===== src/rtl/bcd_disp_pkg.sv =====
// Shared definitions for the two-digit BCD seven-segment scanner: scan states,
// active-high segment patterns and the nibble decoder function.
package bcd_disp_pkg;

  typedef enum logic [1:0] {S_UNITS, S_GAP0, S_TENS, S_GAP1} scan_state_e;

  // Segment order is {g,f,e,d,c,b,a}, active-high.
  localparam logic [6:0] SEG_0   = 7'h3F;
  localparam logic [6:0] SEG_1   = 7'h06;
  localparam logic [6:0] SEG_2   = 7'h5B;
  localparam logic [6:0] SEG_3   = 7'h4F;
  localparam logic [6:0] SEG_4   = 7'h66;
  localparam logic [6:0] SEG_5   = 7'h6D;
  localparam logic [6:0] SEG_6   = 7'h7D;
  localparam logic [6:0] SEG_7   = 7'h07;
  localparam logic [6:0] SEG_8   = 7'h7F;
  localparam logic [6:0] SEG_9   = 7'h6F;
  localparam logic [6:0] SEG_E   = 7'h79;
  localparam logic [6:0] SEG_OFF = 7'h00;

  // Non-decimal nibbles show 'E'.
  function automatic logic [6:0] seg_decode(input logic [3:0] nibble);
    logic [6:0] pattern;
    case (nibble)
      4'd0:    pattern = SEG_0;
      4'd1:    pattern = SEG_1;
      4'd2:    pattern = SEG_2;
      4'd3:    pattern = SEG_3;
      4'd4:    pattern = SEG_4;
      4'd5:    pattern = SEG_5;
      4'd6:    pattern = SEG_6;
      4'd7:    pattern = SEG_7;
      4'd8:    pattern = SEG_8;
      4'd9:    pattern = SEG_9;
      default: pattern = SEG_E;
    endcase
    return pattern;
  endfunction

endpackage


===== src/rtl/bcd_seg_dec.sv =====
// Combinational nibble to seven-segment decoder (active-high gfedcba).
module bcd_seg_dec
  import bcd_disp_pkg::*;
(
  input  logic [3:0] nibble,
  output logic [6:0] seg
);

  always_comb begin
    seg = seg_decode(nibble);
  end

endmodule


===== src/rtl/bcd_7seg_scan.sv =====
// Two-digit multiplexed seven-segment driver for a 5-bit BCD value, with
// frame-consistent capture, blanking dead-time and optional leading-zero blanking.
module bcd_7seg_scan
  import bcd_disp_pkg::*;
#(
  parameter int unsigned DIG_CYC        = 50000,
  parameter int unsigned GAP_CYC        = 500,
  parameter bit          SEG_ACTIVE_LOW = 1'b1,
  parameter bit          LZ_BLANK       = 1'b1
) (
  input  logic       clk,
  input  logic       rst_n,
  input  logic       load,
  input  logic       B4,
  input  logic       B3,
  input  logic       B2,
  input  logic       B1,
  input  logic       B0,
  output logic [6:0] seg,
  output logic [1:0] an,
  output logic       err
);

  localparam int unsigned MAX_CYC  = (DIG_CYC > GAP_CYC) ? DIG_CYC : GAP_CYC;
  localparam int unsigned CNT_W    = (MAX_CYC > 1) ? $clog2(MAX_CYC) : 1;
  localparam logic [CNT_W-1:0] DIG_LAST = CNT_W'(DIG_CYC - 1);
  localparam logic [CNT_W-1:0] GAP_LAST = CNT_W'(GAP_CYC - 1);

  // XOR masks applied at the register input turn active-high into pin polarity.
  localparam logic [6:0] SEG_MASK = SEG_ACTIVE_LOW ? 7'h7F : 7'h00;
  localparam logic [1:0] AN_MASK  = SEG_ACTIVE_LOW ? 2'b11 : 2'b00;
  localparam logic [1:0] AN_UNITS = 2'b01;
  localparam logic [1:0] AN_TENS  = 2'b10;

  scan_state_e      state_q, state_d;
  logic [CNT_W-1:0] cnt_q, cnt_d;
  logic [4:0]       shadow_q;
  logic [4:0]       disp_q, disp_d;
  logic             err_q, err_d;
  logic [6:0]       seg_q, seg_d;
  logic [1:0]       an_q, an_d;
  logic [6:0]       units_seg, tens_seg;
  logic             terminal;

  assign terminal = (state_q inside {S_UNITS, S_TENS}) ? (cnt_q == DIG_LAST)
                                                       : (cnt_q == GAP_LAST);

  always_comb begin
    state_d = state_q;
    cnt_d   = cnt_q + CNT_W'(1);
    disp_d  = disp_q;
    err_d   = err_q;
    if (terminal) begin
      cnt_d = '0;
      unique case (state_q)
        S_UNITS: state_d = S_GAP0;
        S_GAP0:  state_d = S_TENS;
        S_TENS:  state_d = S_GAP1;
        S_GAP1: begin
          // Only frame boundary where the displayed value may change.
          state_d = S_UNITS;
          disp_d  = shadow_q;
          err_d   = (shadow_q[3:0] > 4'd9);
        end
        default: state_d = S_GAP1;
      endcase
    end
  end

  // Decode the next-state display value so outputs change on the same edge as the state.
  bcd_seg_dec u_units_dec (
    .nibble (disp_d[3:0]),
    .seg    (units_seg)
  );

  bcd_seg_dec u_tens_dec (
    .nibble ({3'b000, disp_d[4]}),
    .seg    (tens_seg)
  );

  always_comb begin
    seg_d = SEG_OFF;
    an_d  = 2'b00;
    unique case (state_d)
      S_UNITS: begin
        seg_d = units_seg;
        an_d  = AN_UNITS;
      end
      S_TENS: begin
        if (!(LZ_BLANK && !disp_d[4])) begin
          seg_d = tens_seg;
          an_d  = AN_TENS;
        end
      end
      default: begin
        seg_d = SEG_OFF;
        an_d  = 2'b00;
      end
    endcase
  end

  always_ff @(posedge clk or negedge rst_n) begin
    if (!rst_n) begin
      state_q  <= S_GAP1;
      cnt_q    <= '0;
      shadow_q <= '0;
      disp_q   <= '0;
      err_q    <= 1'b0;
      seg_q    <= SEG_MASK;
      an_q     <= AN_MASK;
    end else begin
      state_q <= state_d;
      cnt_q   <= cnt_d;
      disp_q  <= disp_d;
      err_q   <= err_d;
      seg_q   <= seg_d ^ SEG_MASK;
      an_q    <= an_d ^ AN_MASK;
      if (load) begin
        shadow_q <= {B4, B3, B2, B1, B0};
      end
    end
  end

  assign seg = seg_q;
  assign an  = an_q;
  assign err = err_q;

endmodule


===== config.mk =====
export PLATFORM = sky130hd
export DESIGN_NAME = bcd_7seg_scan
export DESIGN_NICKNAME = d
export VERILOG_FILES = /design/src/rtl/bcd_disp_pkg.sv /design/src/rtl/bcd_seg_dec.sv /design/src/rtl/bcd_7seg_scan.sv
export SDC_FILE = /design/constraint.sdc
export NUM_CORES = 1
export LEC_CHECK = 0
export ABC_AREA = 1
export CAP_MARGIN = 10
export CELL_PAD_IN_SITES_DETAIL_PLACEMENT = 0
export CELL_PAD_IN_SITES_GLOBAL_PLACEMENT = 2
export CORE_ASPECT_RATIO = 1.25
export CORE_MARGIN = 2
export CORE_UTILIZATION = 37
export DETAILED_ROUTE_END_ITERATION = 6
export GPL_TIMING_DRIVEN = 0
export PLACE_DENSITY = 0.8
export SYNTH_ARGS = -nofsm -noshare
export SYNTH_HDL_FRONTEND = slang
export SYNTH_SLANG_ARGS = --single-unit

===== constraint.sdc =====
create_clock -name clk -period 5.6 [get_ports clk]
set_input_delay 1.12 -clock clk [delete_from_list [all_inputs] [get_ports clk]]
set_output_delay 1.12 -clock clk [all_outputs]
set_load 0.1 [all_outputs]

* After elaboration in Yosys (flattened, before gate mapping)
Memories as Yosys holds them, arrays and structs flattened. Cells that the tools add are included.
Cells by class: add/subtract/negate cells 1, magnitude comparators 1, equality and inequality tests 6, multiplexer cells 10, bitwise logic cells 2, reduce and logical (&&, ||, !) cells 4
Operator list (count):
- 16-bit by 1-bit adder with 16-bit output (second input constant) | 1
- 16-bit equality test (second input constant) | 1
- 16-bit by 9-bit equality test with 1-bit output (second input constant) | 1
- 16-bit 2-to-1 mux | 1
- 7-bit case mux with 2 select lines | 1
- 5-bit 2-to-1 mux | 2
- 2-bit case mux with 4 select lines | 1
- 7-bit 2-to-1 mux | 1
- 7-bit NOT | 1
- 2-bit equality test (second input constant) | 3
- 4-bit greater-than comparator (second input constant) | 1
- 2-bit logical NOT | 2
- 2-bit 2-to-1 mux | 2
- 2-bit case mux with 2 select lines | 1
- 2-bit by 1-bit equality test with 1-bit output (second input constant) | 1
- 2-bit NOT | 1
- 2-bit AND reduction | 1
- 2-bit nonzero test | 1
- 1-bit 2-to-1 mux | 1
Word-level totals: register bits after elaboration 38, bits in read-only memories 224, logic and storage cells 33, memories 2
Memory list:
- (no name shown) | words 16, bits a word 7, read ports 1, clocked after Yosys merged registers in 0, write ports 0, RTL line bcd_disp_pkg.sv:24 | case (nibble)
- (no name shown) | words 16, bits a word 7, read ports 1, clocked after Yosys merged registers in 0, write ports 0, RTL line bcd_disp_pkg.sv:24

* Depth between registers and ports, before layout
Gate-level depths: netlist of run 1. An unclocked memory read counts as a cell.
depth after elaboration 8, depth in mapped cells 16, gate-level depth less buffers 15

* Modules after synthesis
A second synthesis of run 1 with hierarchy kept.
Unflattened totals: cell total of the unflattened synthesis 298, area, all modules 2308.5 um2
By module, submodules not included:
- bcd_7seg_scan | instances 1, cells an instance 232, area each 1930.6 um2, sequential area each 964.7 um2
- bcd_seg_dec | instances 2, cells an instance 33, area each 188.9 um2, sequential area each 0.0 um2

* Worst setup path after synthesis of run 1
Ideal clock, no wire load.
kind reg2reg, start register state_q[0], end register seg_q[1], in the netlist seg[1], arrival time 2.217 ns, required time 5.522 ns, path slack 3.305 ns, cell stages (with the launch flop) 16, period minus slack after synthesis 2.295 ns, path through dfstp_2 > inv_2 > nand2_1 > nand2_1 > nor2_2 > nand3_2 > nor2_4 > buf_6 > nand2_4 > o21ai_1 > inv_1 > ha_1 > nand2_1 > nand2_2 > nor2_1 > nor2_1
Between the ends: elaborated cells between the ends (all ways) 17, classes of those cells 4 x eq/ne; 7 x mux; 1 x bitwise; 3 x reduce/logical; 2 x memory
RTL lines:
- from (decl) | RTL line bcd_7seg_scan.sv:35 | scan_state_e state_q, state_d;
- from (signal assigned) | RTL line bcd_7seg_scan.sv:112 | state_q <= state_d;
- 2-bit equality test / 2-bit logical NOT (equally long branches) | RTL line bcd_7seg_scan.sv:45 | assign terminal = (state_q inside {S_UNITS, S_TENS}) ? (cnt_q == DIG_LAST)
- 2-bit nonzero test | RTL line bcd_7seg_scan.sv:45
- 1-bit 2-to-1 mux | RTL line bcd_7seg_scan.sv:45
- 5-bit 2-to-1 mux (*) | RTL line bcd_7seg_scan.sv:53 | if (terminal) begin
- via disp_d[0] | RTL line bcd_7seg_scan.sv:38 | logic [4:0] disp_q, disp_d;
- memory read 16 x 7 bit (*)
- 7-bit case mux with 2 select lines (*) | RTL line bcd_7seg_scan.sv:84 | unique case (state_d)
- 7-bit NOT (no line) (*)
- to (signal assigned) | RTL line bcd_7seg_scan.sv:116 | seg_q <= seg_d ^ SEG_MASK;
- to (decl) | RTL line bcd_7seg_scan.sv:40 | logic [6:0] seg_q, seg_d;
The timed path passes the listed nets; every way through them passes the cells marked *. A chain may end at the register's enable or synchronous reset.

* Worst setup path after layout of run 1
start register seg_q[2], in the netlist seg[2], end output seg[2]
RTL lines:
- to (decl) | RTL line bcd_7seg_scan.sv:19 | output logic [6:0] seg,
No word-level cell between the ends.

==> qor.yml, run 1 <==
outcome: "finished clean"
cp_max_fo: 1
finalCriticalPeriod_ns: 3.05
setup_viol: 0
grt_max_degree: 39
syn_inst: 266
crit_path_start_kind: "flop"
required_ns: 4.48
multi_input_area_um2: 1020
drc: 0
ant_nets: 0
grt_pass1_vias: 1694
p_per_area_nw_per_um2: 199
crit_path_cell_trace: "clkdlybuf4s50_1"
hold_viol: 0
cts_resized: 0
p_switching_uw: 109
slew_violations: 0
post_cts_buffers: 0
insertion_delay_ns: 0.29
drt_iter0_markers: 83
cts-buffers-inserted: 5
coreArea_um2: 5700
ios: 18
swShare_pct: 22.2
post-route-period-util_pct: 54.5
die_area_um2: 6450
cts.sinks: 38
critPathArrivalTime_ns: 1.93
intPower_uw: 384
critPathKind: "reg2out"
syn_nets: 283
p_clk_share_pct: 40.3
combPwrFrac_pct: 2.9
clock-skew-final_ns: 0.00463
seq_area_frac_synth_pct: 44.8
cp_slowest_cell: "clkdlybuf4s50_1"
cts_buffer_depth: 2
final_cell_mix: "61 x nand2_1, 37 x nor2_1, 36 x inv_1, 27 x dfrtp_1, 20 x nand3_1"
wl_per_cell_um: 12.7
final_common_cell: "nand2_1"
avgSynthCellArea_um2: 8.09
netlist_area_um2: 2150
wl_um: 4510
p_leak_nw: 1.22
max-cap-violations: 0
vias: 1668
fmax_mhz: 327
rsz0062_at_grt: "no"
fill_cells: 585
tritoncts: "done"
io_buffers: 16
dr.pass1.iters: 4
syn_to_final_growth_pct: 15.3
power_frac_seq_pct: 56.9
num_rows: 31
die_x_um: 72.2
grt.total_usage_pct: 16.4
diodes: 0
htreeDepth: 2
final-seq-area_um2: 965
cts_hold_buffers: 0
slowest_delay_ns: 1.12
ys_seq_elements: 38
grt_overflow_total: 0
cpLargestDelayFamily: "buffers and inverters"
path_clk_slew_ns: 0.08
peakVddDrop_mv: 0.115
layout.nets: 306
worst-path-buf-inv: 1
cts_root_buf: "clkbuf_8"
grt_pass1_wl_um: 8050
gp_congestion: 0.758
chipHeight_um: 89.3
antenna_found_initial: 0
tns_ns: 0
vias_per_cell: 4.69
cp-end-kind: "output pin"
drive_above_1_share_pct: 16.2
maxSlewHeadroom_pct: 35.6
tightest_slew_ns: 0.963
power_uw: 493
hold_path_class: "reg2reg"
start_util_pct: 37.7
yosysWarnings: 0
dpl.hpwl_um: 3310
synth_cell_types: 31
-- Yosys cell counts, drive strengths merged --
| library cell | count | area, um2 |
|---|---|---|
| nor2 | 44 | 211 |
| clkbuf | 2 | 7.51 |
| ha | 9 | 113 |
| nand2 | 69 | 294 |
| dfrtp | 27 | 676 |
| o21ai | 13 | 68.8 |
| or2 | 4 | 25.0 |
| nor3 | 7 | 45.0 |
| xnor2 | 2 | 17.5 |
| mux2 | 3 | 33.8 |
| inv | 37 | 139 |
| nand3 | 22 | 120 |
| nand4 | 2 | 12.5 |
| dfstp | 11 | 289 |
| o22ai | 1 | 6.26 |
| a21oi | 7 | 38.8 |
| xor2 | 3 | 26.3 |
| a31oi | 1 | 6.26 |
| buf | 2 | 22.5 |
-- path summary, 6_finish.rpt --
kind / startpoint / to / slack, ns / cells after the start
hold / removal: cnt_q[0] / cnt_q[0] / 0.46 / 1
max in group asynchronous: rst_n / cnt_q[7] / 4.12 / 1
min in group asynchronous: rst_n / shadow_q[4] / 0.94 / 1
setup / recovery: seg[2] / seg[2] / 2.55 / 1
setup reg to reg: state_q[0] / seg[1] / 2.85 / 15
hold reg to reg: cnt_q[0] / cnt_q[0] / 0.46 / 1
-- state kept, by name, summed over array words and instances (netlist names) --
name,flops
cnt_q,16
disp_q,5
shadow_q,5
err,1
seg,7
state_q,2
an,2
-- power by group through the flow --
stage | combinational (mW) | clock, mW | sequential, mW
floorplan | 0.00452 | 0 | 0.285
global placement | 0.0148 | 0 | 0.285
detailed placement | 0.0148 | 0 | 0.285
CTS | 0.0149 | 0.205 | 0.280
global route | 0.0164 | 0.217 | 0.281
finish | 0.0141 | 0.198 | 0.280
-- area by class of cell --
type                            count  share of cell area [%]
Buffer                              4                    1.21
Clock buffer                        7                    3.48
Clock inverter                      1                   0.202
Inverter                           37                    5.60
Multi-Input combinational cell    187                    41.0
Sequential cell                    38                    38.9
Tap cell                           66                    3.33
Timing Repair Buffer               16                    6.25
-- metal layers --
layer | GRT usage [%] | part of all wire (%) | vias up
li1 | - | - | 874
met1 | 20.5 | 45 | 776
met2 | 28.3 | 51 | 12
met3 | 3.04 | 2.0 | 6
met4 | 5.66 | 1.6 | 0
met5 | 0 | 0 | -
-- per-stage QoR --
| step | cells | area (um2) | hold WS [ns] | utilization (%) | setup WS, ns |
|---|---|---|---|---|---|
| 6_report | 356 | 2480 | 0.462 | 43.5 | 2.55 |
| 2_1_floorplan | 266 | 2150 | 0.431 | - | 3.30 |
| 4_1_cts | 356 | 2480 | 0.469 | 43.5 | 2.53 |
| 3_3_place_gp | 348 | 2390 | 0.452 | 42.0 | 2.44 |
| 5_1_grt | 356 | 2480 | 0.502 | 43.5 | 2.49 |
| 3_5_place_dp | 348 | 2390 | 0.458 | 41.9 | 2.85 |
-- logic make-up (layout without fill, tap and decap cells) --
| kind of cell | count (synthesis) | count (layout) | share of synthesized area, % |
|---|---|---|---|
| AOI/OAI and AO/OA | 22 | 22 | 5.58 |
| buffers and inverters | 41 | 65 | 7.85 |
| xor gates and xnor gates | 5 | 5 | 2.04 |
| adders and majority gates | 9 | 9 | 5.23 |
| DFF | 38 | 38 | 44.8 |
| and+or+nand+nor | 148 | 148 | 32.9 |
| muxes | 3 | 3 | 1.57 |
Power figures use the tool's default switching activity.
==> run 2, diff against run 1 <==
Settings changed: CORE_UTILIZATION 37 to 31, PLACE_DENSITY 0.8 to 0.71.
Clock period 5.6 ns to 2.8 ns, I/O delays scaled along.
==> qor.yml, run 2 (same netlist as run 1, synthesis figures left out) <==
maxSlewHeadroom_pct: 35.3  # -0.26 points
start_util_pct: 32.4  # -5.4 points
cts.sinks: 38  # unchanged
cts_buffer_depth: 2  # unchanged
cts_root_buf: "clkbuf_8"
grt_pass1_vias: 1680  # -0.83%
tns_ns: 0  # unchanged
crit_path_start_kind: "flop"
hold_path_class: "in2async"
tritoncts: "done"
p_leak_nw: 1.25  # +2.6%
p_per_area_nw_per_um2: 383  # +93%
ios: 18  # unchanged
outcome: "finished clean"
chipHeight_um: 97.2  # +8.8%
antenna_found_initial: 0  # unchanged
clock-skew-final_ns: 0.00844  # +0.00381 ns
wl_um: 4720  # +4.7%
post-route-period-util_pct: 92.3
peakVddDrop_mv: 0.277  # +140%
setup_viol: 0  # unchanged
gp_congestion: 0.782  # +3.2%
cp-end-kind: "flop"
num_rows: 33  # +6.5%
fmax_mhz: 387
fill_cells: 723  # +24%
slew_violations: 0  # unchanged
grt_overflow_total: 0  # unchanged
cts_hold_buffers: 0  # unchanged
fin_cells: 381  # +7.0%
dp_cells: 370  # +6.3%
required_ns: 3.01  # -1.47 ns
htreeDepth: 2  # unchanged
power_uw: 980  # +99%
tightest_slew_ns: 0.967  # +0.00387 ns
r2r-start: "state_q[0]"
drc: 0  # unchanged
largest_register_ffs: 16  # unchanged
diodes: 0  # unchanged
finalCriticalPeriod_ns: 2.58
dr.pass1.iters: 4  # unchanged
insertion_delay_ns: 0.28  # about the same
cp_max_fo: 11  # +10
grt_max_degree: 21  # -46%
drt_iter0_markers: 67  # -19%
vias_per_cell: 4.50  # -3.9%
layout.nets: 310  # +1.3%
rsz0062_at_grt: "no"
rr_worst_depth: 15  # unchanged
critPathKind: "reg2reg"
drive_above_1_share_pct: 17.7  # +1.5 points
path_clk_slew_ns: 0.08  # about the same
grt.total_usage_pct: 13.6  # -2.8 points
cts-buffers-inserted: 5  # unchanged
largest-register: "cnt_q"
syn_to_final_growth_pct: 19.0
ff2ff_setup_slack_ns: 0.22  # -2.63 ns
dpl.hpwl_um: 3580  # +8.0%
wl_per_cell_um: 12.4  # -2.2%
final_common_cell: "nand2_1"
critPathArrivalTime_ns: 2.79  # +0.86 ns
die_area_um2: 7630  # +18%
hold_viol: 0  # unchanged
vias: 1716  # +2.9%
grt_pass1_wl_um: 8160  # +1.4%
ant_nets: 0  # unchanged
r2r-end: "seg[1]"
max-cap-violations: 0  # unchanged
coreArea_um2: 6650  # +17%
final_cell_mix: "61 x nand2_1, 37 x nor2_1, 36 x inv_1, 27 x dfrtp_1, 20 x nand3_1"
die_x_um: 78.5  # +8.7%
io_buffers: 16  # unchanged
[run 2: cell count changes in the layout (fill, tap and decap cells not counted), sizes merged]
| cell | change |
|---|---|
| buf | +4 |
[run 2: cell type report]
class | count | area, um2 | area share [%]
clock inverters | 1 | 5.00 | 0.195
inverters | 37 | 139 | 5.42
repair buffers | 20 | 205 | 8.01
flip-flops and latches | 38 | 965 | 37.7
plain buffers | 4 | 30.0 | 1.17
clock buffers | 7 | 86.3 | 3.37
well taps | 87 | 109 | 4.25
multi-input cells | 187 | 1020 | 39.9
[run 2: how the worst max path moves through the flow]
stage               startpoint  endpoint  depth (start not counted)
global route        state_q[0]    seg[1]                         15
detailed placement  state_q[0]    seg[1]                         15
finish              state_q[0]    seg[1]                         15
floorplan           state_q[0]    seg[1]                         15
CTS                 state_q[0]    seg[1]                         15
global placement    state_q[0]    seg[1]                         15
[run 2: power by group]
part	internal [mW]	switching (mW)	total, mW
Combinational	0.0159	0.0173	0.0332
Sequential	0.556	0.00426	0.561
Clock	0.199	0.187	0.386
Total	0.771	0.209	0.980
[run 2: worst max-delay path, cell delays in order (launching register included)]
cell	delay, ns
dfstp_2	0.62
inv_2	0.13
nand2_1	0.08
nand2_1	0.07
nor2_2	0.14
nand3_2	0.11
nor2_4	0.15
buf_6	0.17
nand2_4	0.08
o21ai_2	0.22
inv_1	0.11
ha_1	0.30
nand2_1	0.11
nand2_2	0.05
nor2_1	0.10
nor2_1	0.05
[run 2: per-stage QoR]
stage	hold slack (ns)	util, %	instance area [um2]	setup slack (ns)
detailed placement	0.454	36.8	2440	0.0311
finish	0.238	38.5	2560	0.217
global placement	0.448	36.4	2420	0.0144
global route	0.256	38.5	2560	0.0110
CTS	0.247	38.1	2530	0.00465
floorplan	0.264	-	2150	0.505
[run 2: timing repair]
action	CTS	global route
gates resized for setup	0	1
setup endpoints to repair	0	6
setup buffers	0	3
[run 2: layer usage]
metal	share of wire [%]	GRT usage, %	vias up
met5	0	0	-
met2	55	24.4	12
met4	1.0	4.45	0
met1	42	16.0	820
li1	-	-	880
met3	1.6	2.60	4
==> run 3, diff against run 2 <==
Settings changed: ABC_CLOCK_PERIOD_IN_PS set to 2800, SKIP_LAST_GASP set to 1.
==> results of run 3 <==
No change in the layout: final DEF, timing and power equal those of run 2.
==> RTL edit (flow settings as in run 2) <==
Change the parameter `DIG_CYC` from 50000 to 25000.
--- a/src/rtl/bcd_7seg_scan.sv
+++ b/src/rtl/bcd_7seg_scan.sv
@@ -5,3 +5,3 @@
 #(
-  parameter int unsigned DIG_CYC        = 50000,
+  parameter int unsigned DIG_CYC        = 25000,
   parameter int unsigned GAP_CYC        = 500,
Function: no difference found for any inputs over 10 cycles, from zero or initial values and one cycle with rst_n low; that may be too few to reach the edited logic, so the function may still have changed.
==> RTL edit against run 2 <==
  * First-iteration DRC count fell by 21%
  * Non-clock buffer count fell by 4
  * Worst setup slack improved by 82 ps
  * Total power rose by 5.6%
  * Synthesized cell count fell by 9.8%
  * Largest cell class is now flip-flops and latches
  * Global-route usage barely moved
  * Wire length fell by 12%
  * Worst hold slack improved by 130 ps
  * Count of clock-buffer cells in the layout fell by 2
  * Design area fell by 7.4%
  * Utilization fell by 0.30 points
  * Clock skew fell by 1.7 ps
  * Sequential cell count fell by 1
  * Area after synthesis fell by 7.2%
==> RTL edit: results (changes against run 2) <==
- Run status: complete, no violations (unchanged)
- Vias in the first global route: 1593 (was 1680)
- Slowest CP cell: sky130_fd_sc_hd__clkdlybuf4s50_1 (was sky130_fd_sc_hd__dfstp_2)
- Final routed wirelength across all metal layers: 4.15 mm (was 4.72 mm)
- Hold_ws: 371 ps (was 238 ps)
- Xor/xnor share of the synthesized area: 1.32% (was 2.03%)
- Layout Skew: 6.73 ps (was 8.44 ps)
- Critical path startpoint: seg[6] (was state_q[0])
- Reg-to-reg endpoint: seg[3] (was seg[1])
- Slew of the pin with the lowest slew margin: 975 ps (was 967 ps)
- Share of Yosys cell area claimed by the top area cell type: 32.6% (was 31.4%)
- Violation count after the first detailed-routing iteration: 53 (was 67)
- Share of post-route cells with drive strength above 1: 19.3% (was 17.7%)
- Largest register FFs: 15 (was 16)
- Detailed placement HPWL: 3.14 mm (was 3.58 mm)
- Net count, final: 280 (was 310)
- Proportion of synthesized chip area in sequential cells: 47.1% (was 44.8%)
- Setup slack of the worst register-to-register path: 410 ps (was 220 ps)
- First-pass GRT wire length: 7.29 mm (was 8.16 mm)
- Pin count of the biggest net entering global routing: 38 (was 21)
- Crit Reg-Reg Startpoint: cnt_q[0] (was state_q[0])
- RePlAce Congestion: 0.753 (was 0.782)
- Worst-case vdd ir drop: 0.000318 V (was 0.000277 V)
- Total vias in the final route: 1533 (was 1716)
- Synth cell types: 28 (was 31)
- R2r worst-path depth: 13 (was 15)
- Arrival time worst endpoint: 1940 ps (was 2790 ps)
- Worst setup path end: seg[6] (was seg[1])
- Largest incremental delay on the critical path: 1120 ps (was 620 ps)
- Commonest cells in the synthesized netlist: sky130_fd_sc_hd__nand2_1, sky130_fd_sc_hd__inv_1, sky130_fd_sc_hd__dfrtp_1, sky130_fd_sc_hd__o21ai_0, sky130_fd_sc_hd__nand3_1 (was sky130_fd_sc_hd__nand2_1, sky130_fd_sc_hd__nor2_1, sky130_fd_sc_hd__inv_1, sky130_fd_sc_hd__dfrtp_1, sky130_fd_sc_hd__nand3_1)
- Family of cells with the greatest summed delay on the critical path: buffers and inverters (was simple AND/OR/NAND/NOR gates)
- Net Count, Synth: 257 (was 283)
- Max Fanout on Critical Path: 1 (was 11)
## RTL edit: cell types whose count changed after synthesis, moves of 3 or more
cell and delta:
sky130_fd_sc_hd__inv_1 +3, sky130_fd_sc_hd__inv_2 +4, sky130_fd_sc_hd__nand2_1 -21, sky130_fd_sc_hd__nor2_1 -19, sky130_fd_sc_hd__o21ai_0 +16, sky130_fd_sc_hd__o21ai_1 -3
sky130_fd_sc_hd__or2_1 -3
## RTL edit: cell type report
class                      count  area (um^2)
clock inverter                 3         41.3
timing repair buffer          16          155
inverter                      45          170
fill                         668         3830
tap                           85          106
clock buffer                   5         68.8
sequential                    37          940
buffer                         4         25.0
multi-input combinational    154          866
## RTL edit: logic make-up (layout without fill, tap and decap cells)
logic type	Yosys count	in the layout
simple gates	104	104
buf+inv	49	73
flops	37	37
compound gates	36	36
fa+ha+maj	9	9
xor+xnor	3	3
mux	2	2
## RTL edit: timing repair
| item | CTS | global route |
|---|---|---|
| setup endpoints to repair | 0 | 2 |
| gates resized for setup | 0 | 2 |
| buffers inserted | 0 | 0 |
| endpoints found under the hold margin | 0 | 0 |
## RTL edit: through the flow
step                instances  power, mW  cell area, um^2  worst slack (ps)
floorplan                 240      0.563             2000               772
global placement          341      0.586             2260               166
detailed placement        341      0.585             2260               174
global route              349       1.08             2370              94.9
finish                    349       1.03             2370               298
CTS                       349       1.06             2370               164
## RTL edit: power by group
part	switching [mW]	leakage, nW	internal [mW]
combinational	0.0167	0.629	0.0114
clock	0.199	0.0518	0.262
sequential	0.00386	0.453	0.542
total	0.220	1.13	0.815
## RTL edit: per-layer routing
layer,wire length (um),up-vias,track usage (%)
met5,0,-,0
met2,2180,15,23.6
met3,98,6,2.58
met1,1810,710,16.1
met4,66,0,4.82
li1,-,802,-
